`src/rtl/alu_pkg.sv`:
```
// Shared definitions for the ALU arbiter slice.
//   - OP_* : 3-bit opcode encodings understood by alu_core
//   - state_t : arbiter FSM state encoding (2 bits)
package alu_pkg;

    localparam logic [2:0] OP_ADD   = 3'b000;
    localparam logic [2:0] OP_SUB   = 3'b001;
    localparam logic [2:0] OP_SHL   = 3'b010;
    localparam logic [2:0] OP_SHR   = 3'b011;
    localparam logic [2:0] OP_SAR   = 3'b100;
    localparam logic [2:0] OP_NAND  = 3'b101;
    localparam logic [2:0] OP_OR    = 3'b110;
    localparam logic [2:0] OP_SHADD = 3'b111;

    typedef enum logic [1:0] {
        ST_IDLE = 2'd0,
        ST_EXEC = 2'd1,
        ST_RESP = 2'd2
    } state_t;

endpackage

```
`src/rtl/alu_core.sv`:
```
// Purely combinational ALU shared by all requesters.
//   a, b : operands (W bits); b is also the full-width shift amount
//   op   : 3-bit opcode (see alu_pkg)
//   res  : result, modulo 2^W
//   zero : 1 iff res == 0
module alu_core
    import alu_pkg::*;
#(
    parameter int W = 16
) (
    input  logic [W-1:0] a,
    input  logic [W-1:0] b,
    input  logic [2:0]   op,
    output logic [W-1:0] res,
    output logic         zero
);

    always_comb begin
        // NOTE: every output of a combinational block gets a value before the
        // case so that no path leaves it unassigned and infers a latch.
        res = '0;
        unique case (op)
            OP_ADD:   res = a + b;
            OP_SUB:   res = a - b;
            // Shift amounts >= W naturally yield 0 (shl/shr) or all sign bits (sar).
            OP_SHL:   res = a << b;
            OP_SHR:   res = a >> b;
            OP_SAR:   res = W'($signed(a) >>> b);
            OP_NAND:  res = ~(a & b);
            OP_OR:    res = a | b;
            OP_SHADD: res = {b[W-2:0], 1'b0} + a;
        endcase
    end

    assign zero = (res == '0);

endmodule

```
`src/rtl/alu_arbiter.sv`:
```
// Round-robin arbiter granting NREQ requesters access to one shared alu_core.
//   clk, reset      : clock, synchronous active-high reset
//   req             : per-requester level request
//   op_in/a_in/b_in : packed per-requester opcode and operands
//   gnt             : one-cycle one-hot pulse, operands of that requester latched
//   done            : one-cycle one-hot pulse, out/zerof valid for that requester
//   out, zerof      : registered result and zero flag, held between operations
//   busy            : FSM not in IDLE
module alu_arbiter
    import alu_pkg::*;
#(
    parameter int NREQ = 4,
    parameter int W    = 16
) (
    input  logic              clk,
    input  logic              reset,
    input  logic [NREQ-1:0]   req,
    input  logic [3*NREQ-1:0] op_in,
    input  logic [W*NREQ-1:0] a_in,
    input  logic [W*NREQ-1:0] b_in,
    output logic [NREQ-1:0]   gnt,
    output logic [NREQ-1:0]   done,
    output logic [W-1:0]      out,
    output logic              zerof,
    output logic              busy
);

    localparam int IDW = $clog2(NREQ);

    state_t         state;
    logic [IDW-1:0] ptr;
    logic [IDW-1:0] id;
    logic [IDW-1:0] win;
    logic [IDW-1:0] cand;
    logic           any_req;

    logic [2:0]     op_r;
    logic [W-1:0]   a_r;
    logic [W-1:0]   b_r;
    logic [W-1:0]   res;
    logic           res_zero;

    // Unpacked views of the packed request buses for clean indexing by win.
    logic [2:0]     op_arr [NREQ];
    logic [W-1:0]   a_arr  [NREQ];
    logic [W-1:0]   b_arr  [NREQ];

    for (genvar i = 0; i < NREQ; i++) begin : g_unpack
        assign op_arr[i] = op_in[3*i +: 3];
        assign a_arr[i]  = a_in[W*i +: W];
        assign b_arr[i]  = b_in[W*i +: W];
    end

    // Search from ptr upward with wrap-around. Walking the offsets downward
    // lets the nearest requester overwrite any farther one.
    always_comb begin
        any_req = 1'b0;
        win     = ptr;
        cand    = ptr;
        for (int k = NREQ - 1; k >= 0; k--) begin
            cand = IDW'((int'(ptr) + k) % NREQ);
            if (req[cand]) begin
                any_req = 1'b1;
                win     = cand;
            end
        end
    end

    alu_core #(.W(W)) u_core (
        .a    (a_r),
        .b    (b_r),
        .op   (op_r),
        .res  (res),
        .zero (res_zero)
    );

    // NOTE: operand registers are always loaded before they are read, so they
    // carry no reset; keeping them out of the reset block avoids a needless
    // reset-driven enable on the datapath.
    always_ff @(posedge clk) begin
        if (state == ST_IDLE && any_req) begin
            op_r <= op_arr[win];
            a_r  <= a_arr[win];
            b_r  <= b_arr[win];
        end
    end

    always_ff @(posedge clk) begin
        if (reset) begin
            // NOTE: sequential state uses non-blocking assignments so every
            // register samples pre-edge values regardless of statement order.
            state <= ST_IDLE;
            ptr   <= '0;
            id    <= '0;
            gnt   <= '0;
            done  <= '0;
            out   <= '0;
            zerof <= 1'b0;
        end else begin
            gnt  <= '0;
            done <= '0;
            unique case (state)
                ST_IDLE: begin
                    if (any_req) begin
                        id       <= win;
                        gnt[win] <= 1'b1;
                        state    <= ST_EXEC;
                    end
                end
                ST_EXEC: begin
                    out      <= res;
                    zerof    <= res_zero;
                    done[id] <= 1'b1;
                    state    <= ST_RESP;
                end
                ST_RESP: begin
                    ptr   <= (id == IDW'(NREQ - 1)) ? '0 : id + 1'b1;
                    state <= ST_IDLE;
                end
                default: state <= ST_IDLE;
            endcase
        end
    end

    assign busy = (state != ST_IDLE);

endmodule
```
`config.mk`:
```
export PLATFORM = sky130hd
export DESIGN_NAME = alu_arbiter
export DESIGN_NICKNAME = d
export VERILOG_FILES = /design/src/rtl/alu_pkg.sv /design/src/rtl/alu_core.sv /design/src/rtl/alu_arbiter.sv
export SDC_FILE = /design/constraint.sdc
export NUM_CORES = 1
export LEC_CHECK = 0
export CAP_MARGIN = 0
export CELL_PAD_IN_SITES_DETAIL_PLACEMENT = 2
export CELL_PAD_IN_SITES_GLOBAL_PLACEMENT = 2
export CORE_MARGIN = 1.5
export CORE_UTILIZATION = 30
export CTS_BUF_LIST = sky130_fd_sc_hd__clkbuf_8
export DETAILED_ROUTE_END_ITERATION = 16
export HOLD_SLACK_MARGIN = 0.15
export PLACE_DENSITY = 0.91
export SYNTH_ARGS = -nofsm -noshare
export SYNTH_HDL_FRONTEND = slang
export SYNTH_SLANG_ARGS = --single-unit
```
`constraint.sdc`:
```
create_clock -name clk -period 5.1 [get_ports clk]
set_clock_uncertainty 0.1 [all_clocks]
set_input_delay 1.02 -clock clk [delete_from_list [all_inputs] [get_ports clk]]
set_output_delay 1.02 -clock clk [all_outputs]
set_load 0.1 [all_outputs]
```
; Word level (Yosys, flattened, before mapping)
; Cells that the tools add are included.
; Widths: inputs -> output; s select.
[word_totals]
output_inout_bits = 26
word_cells = 90
mem_count = 0
register_bits = 66
latchBits = 0
inputBits = 146
mem_bits_rw = 0
mem_bits_ro = 0
[op_classes]
bitwise_logic = 7
multipliers = 0
shifts = 3
n_mux = 33
magnitude_cmp = 9
eq_ne = 11
n_addsub = 7
div = 0
n_reduce_logical = 10
[op_table]
columns = cell, n
row1 = $pmux 16 s8, 1
row2 = $bmux 16 s2, 2
row3 = $mux 16, 4
row4 = $add 16x16->16, 2
row5 = $lt 2x3->1 const B, 6
row6 = $and 16x16->16, 1
row7 = $logic_not 16->1, 1
row8 = $not 16->16, 1
row9 = $or 16x16->16, 1
row10 = $shl 16x16->16, 1
row11 = $shr 16x16->16, 1
row12 = $sshr 16x16->16, 1
row13 = $sub 16x16->16, 1
row14 = $eq 3x3->1 const B, 4
row15 = $mux 2, 6
row16 = $mux 1, 10
row17 = $bmux 1 s2, 4
row18 = $bmux 3 s2, 1
row19 = $eq 3x2->1 const B, 2
row20 = $mux 3, 2
row21 = $add 2x1->2 const B, 2
row22 = $add 2x2->2 const B, 2
row23 = $demux 1 s2, 2
row24 = $eq 2x2->1 const B, 2
row25 = 15 further kinds, 20

; Longest topological paths before layout
[depth]
ltp_word = 11
ltp_mapped = 18
mapped_depth_nobuf = 16

; Cells and area by module
; A second synthesis with hierarchy kept.
[unflattened]
cells_unflattened = 962
hier_area_um2 = 8052.7
[by_module_without_submodules]
columns = mod, area_per_inst_um2, cells_per_inst, n_inst, seq_area_each_um2
row1 = alu_core, 4614.4, 672, 1, 0.0
row2 = alu_arbiter, 3438.3, 290, 1, 1671.6

; Worst setup path before layout
; No wires, ideal clock.
[synth_path]
kind = reg-to-reg
from = register b_r[2]
to = register zerof
period_less_slack_ns = 4.082
arrival_time_ns = 3.895
t_required_ns = 4.913
slack_ns = 1.018
setup_ns = 0.087
n_path_buf = 5
path_stages_with_launch = 18
path_cell_list = edfxtp_1 buf_2 buf_2 buf_4 clkbuf_1 clkbuf_1 nor2_1 a21oi_1 xnor2_1 ha_1 a211o_1 o31ai_1 o21ai_0 xnor2_1 a211oi_2 nand3_1 or4b_1 o31ai_1
[synth_between]
elab_chain_len = 4
elab_cells_between_ends = 11
cone_classes = 3 x add/sub / 3 x shift / 1 x mux / 3 x bitwise / 1 x reduce/logical
[synth_lines]
columns = item, line
row1 = "start, declared", alu_arbiter.sv:39  ; logic [W-1:0] b_r;
row2 = "start signal, assigned", alu_arbiter.sv:84  ; b_r <= b_arr[win];
row3 = "parallel branches: the longest is 2 deep, another holds $sub 16x16->16", -
row4 = $pmux 16 s8 (*), alu_core.sv:22  ; unique case (op)
row5 = $logic_not 16->1 (*), alu_core.sv:35  ; assign zero = (res == '0);
row6 = "end signal, assigned", alu_arbiter.sv:112  ; zerof <= res_zero;
row7 = "end, declared", alu_arbiter.sv:24  ; output logic zerof,
; Mark *: on every way between the ends.
; A chain may end at the register's enable or synchronous reset.

; Worst setup path after layout
[layout_path]
from = register b_r[8]
to = register zerof
; Same word-level chain as after synthesis.

==> impl_metrics.toml <==
[global_route]
grtUsageTotal_pct = 34.2
grt_pass1_wl_um = 68700
antenna_found_initial = 1
grt_max_degree = 74
grt_pass1_vias = 10800
overflow = 0

[timing]
setup_violations = 0
max_freq_mhz = 207
final-hold-violation-count = 0
min_period_over_period_pct = 94.5
period_needed_ns = 4.82
setup_tns_ns = 0
rsz0062_at_grt = "false"
relSlewSlack_pct = 13.7
tightest_slew_ns = 1.29
drv_slew = 0

[clocking]
numCtsBuffers = 9
clock-root-buffer = "clkbuf_8"
cts_hold_buf = 0
cts_max_path_buffers = 2
htree_levels = 3
tritoncts = "done"
cts_resized = 0
clk_latency_ns = 0.40
cts_setup_buffers = 0
cts.sinks = 66
cts.clk_slew.worst_paths_ns = 0.09

[flow_run]
max_cap_viol_count = 0

[pwr]
power_density_nw_per_um2 = 379
peakVddDrop_uv = 135
leakage_uw = 0.00391

[setup_path]
cp-start-kind = "flop"
crit_type = "reg2reg"
cp.required_ns = 5.32
rrSetupSlack_ns = 0.28
r2r_cells = 15
path_max_fanout = 7
rr_endpoint = "zerof$_SDFFE_PP0N_"
r2r_start = "b_r[8]$_DFFE_PP_"
crit_arrival_ns = 5.04
end_kind = "flop"

[finish]
fillers = 2849
fin_util_pct = 39.7
area_delta_synth_final_pct = 28.9
finalNonFillerCells = 1546
antenna_cells = 0
fin_area_um2 = 10100
num-nets-final = 1395
drive_gt1_share_pct = 7.40

[yosys]
syn_nets = 1260
seq_area_frac_synth_pct = 21.4
synth_commonest_cells = "216 x nand2_1, 103 x nor2_1, 73 x a21oi_1"
synth_area_leaders = "edfxtp_1 13%, nand2_1 10%, dfxtp_1 8.0%, ha_1 5.8%, nor2_1 5.0%"
yosysTopAreaCell = "edfxtp_1"
netlist_area_um2 = 7800
synth_edf_count = 35
synth_cell_type_count = 82
synth-seq-cells = 66
syn_area_per_cell_um2 = 7.25
synthCells = 1076
synth_top_area_share_pct = 13.5
synth_flop_cell = "edfxtp_1"
synth.most_common_cell = "nand2_1"
yosys_warnings = 0
async_flop_share_pct = 0

[placed_design]
gp_congestion = 0.961
place_area_um2 = 9830
dp.cells = 1530
hpwlAfterDp_um = 31800
io_buffers = 171

[floorplanning]
die_x_um = 164
die-area_um2 = 27000
coreArea_um2 = 25300
rows = 58
ios = 172
dieHeight_um = 164
start_util_pct = 30.8

[routing]
drc = 0
wl_um = 45500
wl_per_cell_um = 29.4
drt_iter0_drc = 967
vias = 9917
dr.pass1.iters = 7
vias_per_cell = 6.41
ant_nets = 0

[worst_hold_path]
hold_depth = 2
min_path_type = "reg2reg"
min_from = "out[3]$_SDFFE_PP0N_"
whs_endpoint = "out[3]$_SDFFE_PP0N_"

[run_status]
status = "completed"
==> state kept, by name (all words and copies together), names as in the netlist <==
register,flops
op_r,3
zerof,1
state,2
out,16
ptr,2
a_r,16
done,4
id,2
b_r,16
gnt,4
==> layout make-up <==
type	count	area, um^2	area share [%]
inverters	22	82.6	0.822
multi-input cells	914	5730	57.0
clock inverters	7	100	0.996
flip-flops and latches	66	1670	16.6
well taps	330	413	4.11
repair buffers	198	1930	19.2
clock buffers	9	124	1.23
==> critical path, cell delays in order (launching register included) <==
cell       delay, ns
edfxtp_1        0.55
or3_1           0.49
or3_1           0.39
nor2_1          0.21
a21oi_1         0.14
xnor2_1         0.26
ha_1            0.39
nand2b_1        0.18
o22ai_1         0.12
nand2_1         0.10
o2111ai_1       0.14
a2111oi_2       0.37
o311ai_0        0.23
a211oi_1        0.36
or4b_1          0.49
o31ai_1         0.24
==> power by group <==
group / switching (uW) / leakage, uW / internal [uW] / total, uW
sequential: 190 / 0.000599 / 655 / 845
combinational: 1550 / 0.00319 / 848 / 2400
clock: 280 / 0.000114 / 280 / 560
total: 2020 / 0.00391 / 1780 / 3800
==> per-stage QoR <==
step	worst slack [ns]	hold slack, ns	power, uW
floorplan	1.02	0.358	2250
global placement	0.962	0.348	2910
detailed placement	0.639	0.370	3080
CTS	0.398	0.383	3730
global route	0.152	0.408	3940
finish	0.280	0.377	3800
==> metal layers <==
metal	vias to the layer above	global-route usage, %	part of all wire, %
li1	4214	-	-
met1	4890	38.9	37
met2	613	57.3	48
met3	198	8.11	7.9
met4	2	22.1	7.0
met5	-	0	0.033
==> logic make-up after synthesis <==
| logic type | count (synthesis) | share of synthesized area, % |
|---|---|---|
| XOR/XNOR | 31 | 3.48 |
| buffers and inverters | 96 | 5.28 |
| adder cells (fa/ha/maj) | 38 | 6.29 |
| AO/OA/AOI/OAI | 301 | 25.3 |
| flip-flops | 66 | 21.4 |
| AND/OR/NAND/NOR | 489 | 29.2 |
| multiplexers | 55 | 9.05 |
==> layout by cell type, fill, tap and decap left out, drive strengths merged, types with 6 or more instances in the layout <==
cell type | netlist | routed
edfxtp | 35 | 35
mux4 | 11 | 11
nand3 | 19 | 19
nor2b | 9 | 9
xnor2 | 19 | 19
and3 | 40 | 40
o211ai | 9 | 9
nand2 | 216 | 216
nor3 | 31 | 31
clkbuf | 50 | 9
a211oi | 21 | 21
nor4 | 9 | 9
o21ai | 58 | 58
o22ai | 11 | 11
xor2 | 12 | 12
inv | 21 | 23
nor2 | 103 | 103
nand2b | 19 | 19
a22oi | 8 | 8
ha | 36 | 36
a21oi | 73 | 73
o31ai | 10 | 10
clkdlybuf4s50 | 0 | 171
nand4 | 10 | 10
a21o | 10 | 10
dfxtp | 31 | 31
a31oi | 43 | 43
or3 | 7 | 7
buf | 24 | 27
mux2 | 14 | 14
mux2i | 30 | 30
or2 | 6 | 6
==> worst max path at each step <==
stage	startpoint	end	slack [ns]	cells past startpoint
2_1_floorplan	b_r[2]$_DFFE_PP_	zerof$_SDFFE_PP0N_	1.02	17
5_1_grt	b_r[8]$_DFFE_PP_	zerof$_SDFFE_PP0N_	0.15	15
4_1_cts	b_r[8]$_DFFE_PP_	zerof$_SDFFE_PP0N_	0.40	15
3_5_place_dp	b_r[8]$_DFFE_PP_	zerof$_SDFFE_PP0N_	0.64	15
3_3_place_gp	b_r[8]$_DFFE_PP_	zerof$_SDFFE_PP0N_	0.96	14
6_report	b_r[8]$_DFFE_PP_	zerof$_SDFFE_PP0N_	0.28	15
Note: power is estimated with default switching activity, not from simulation.
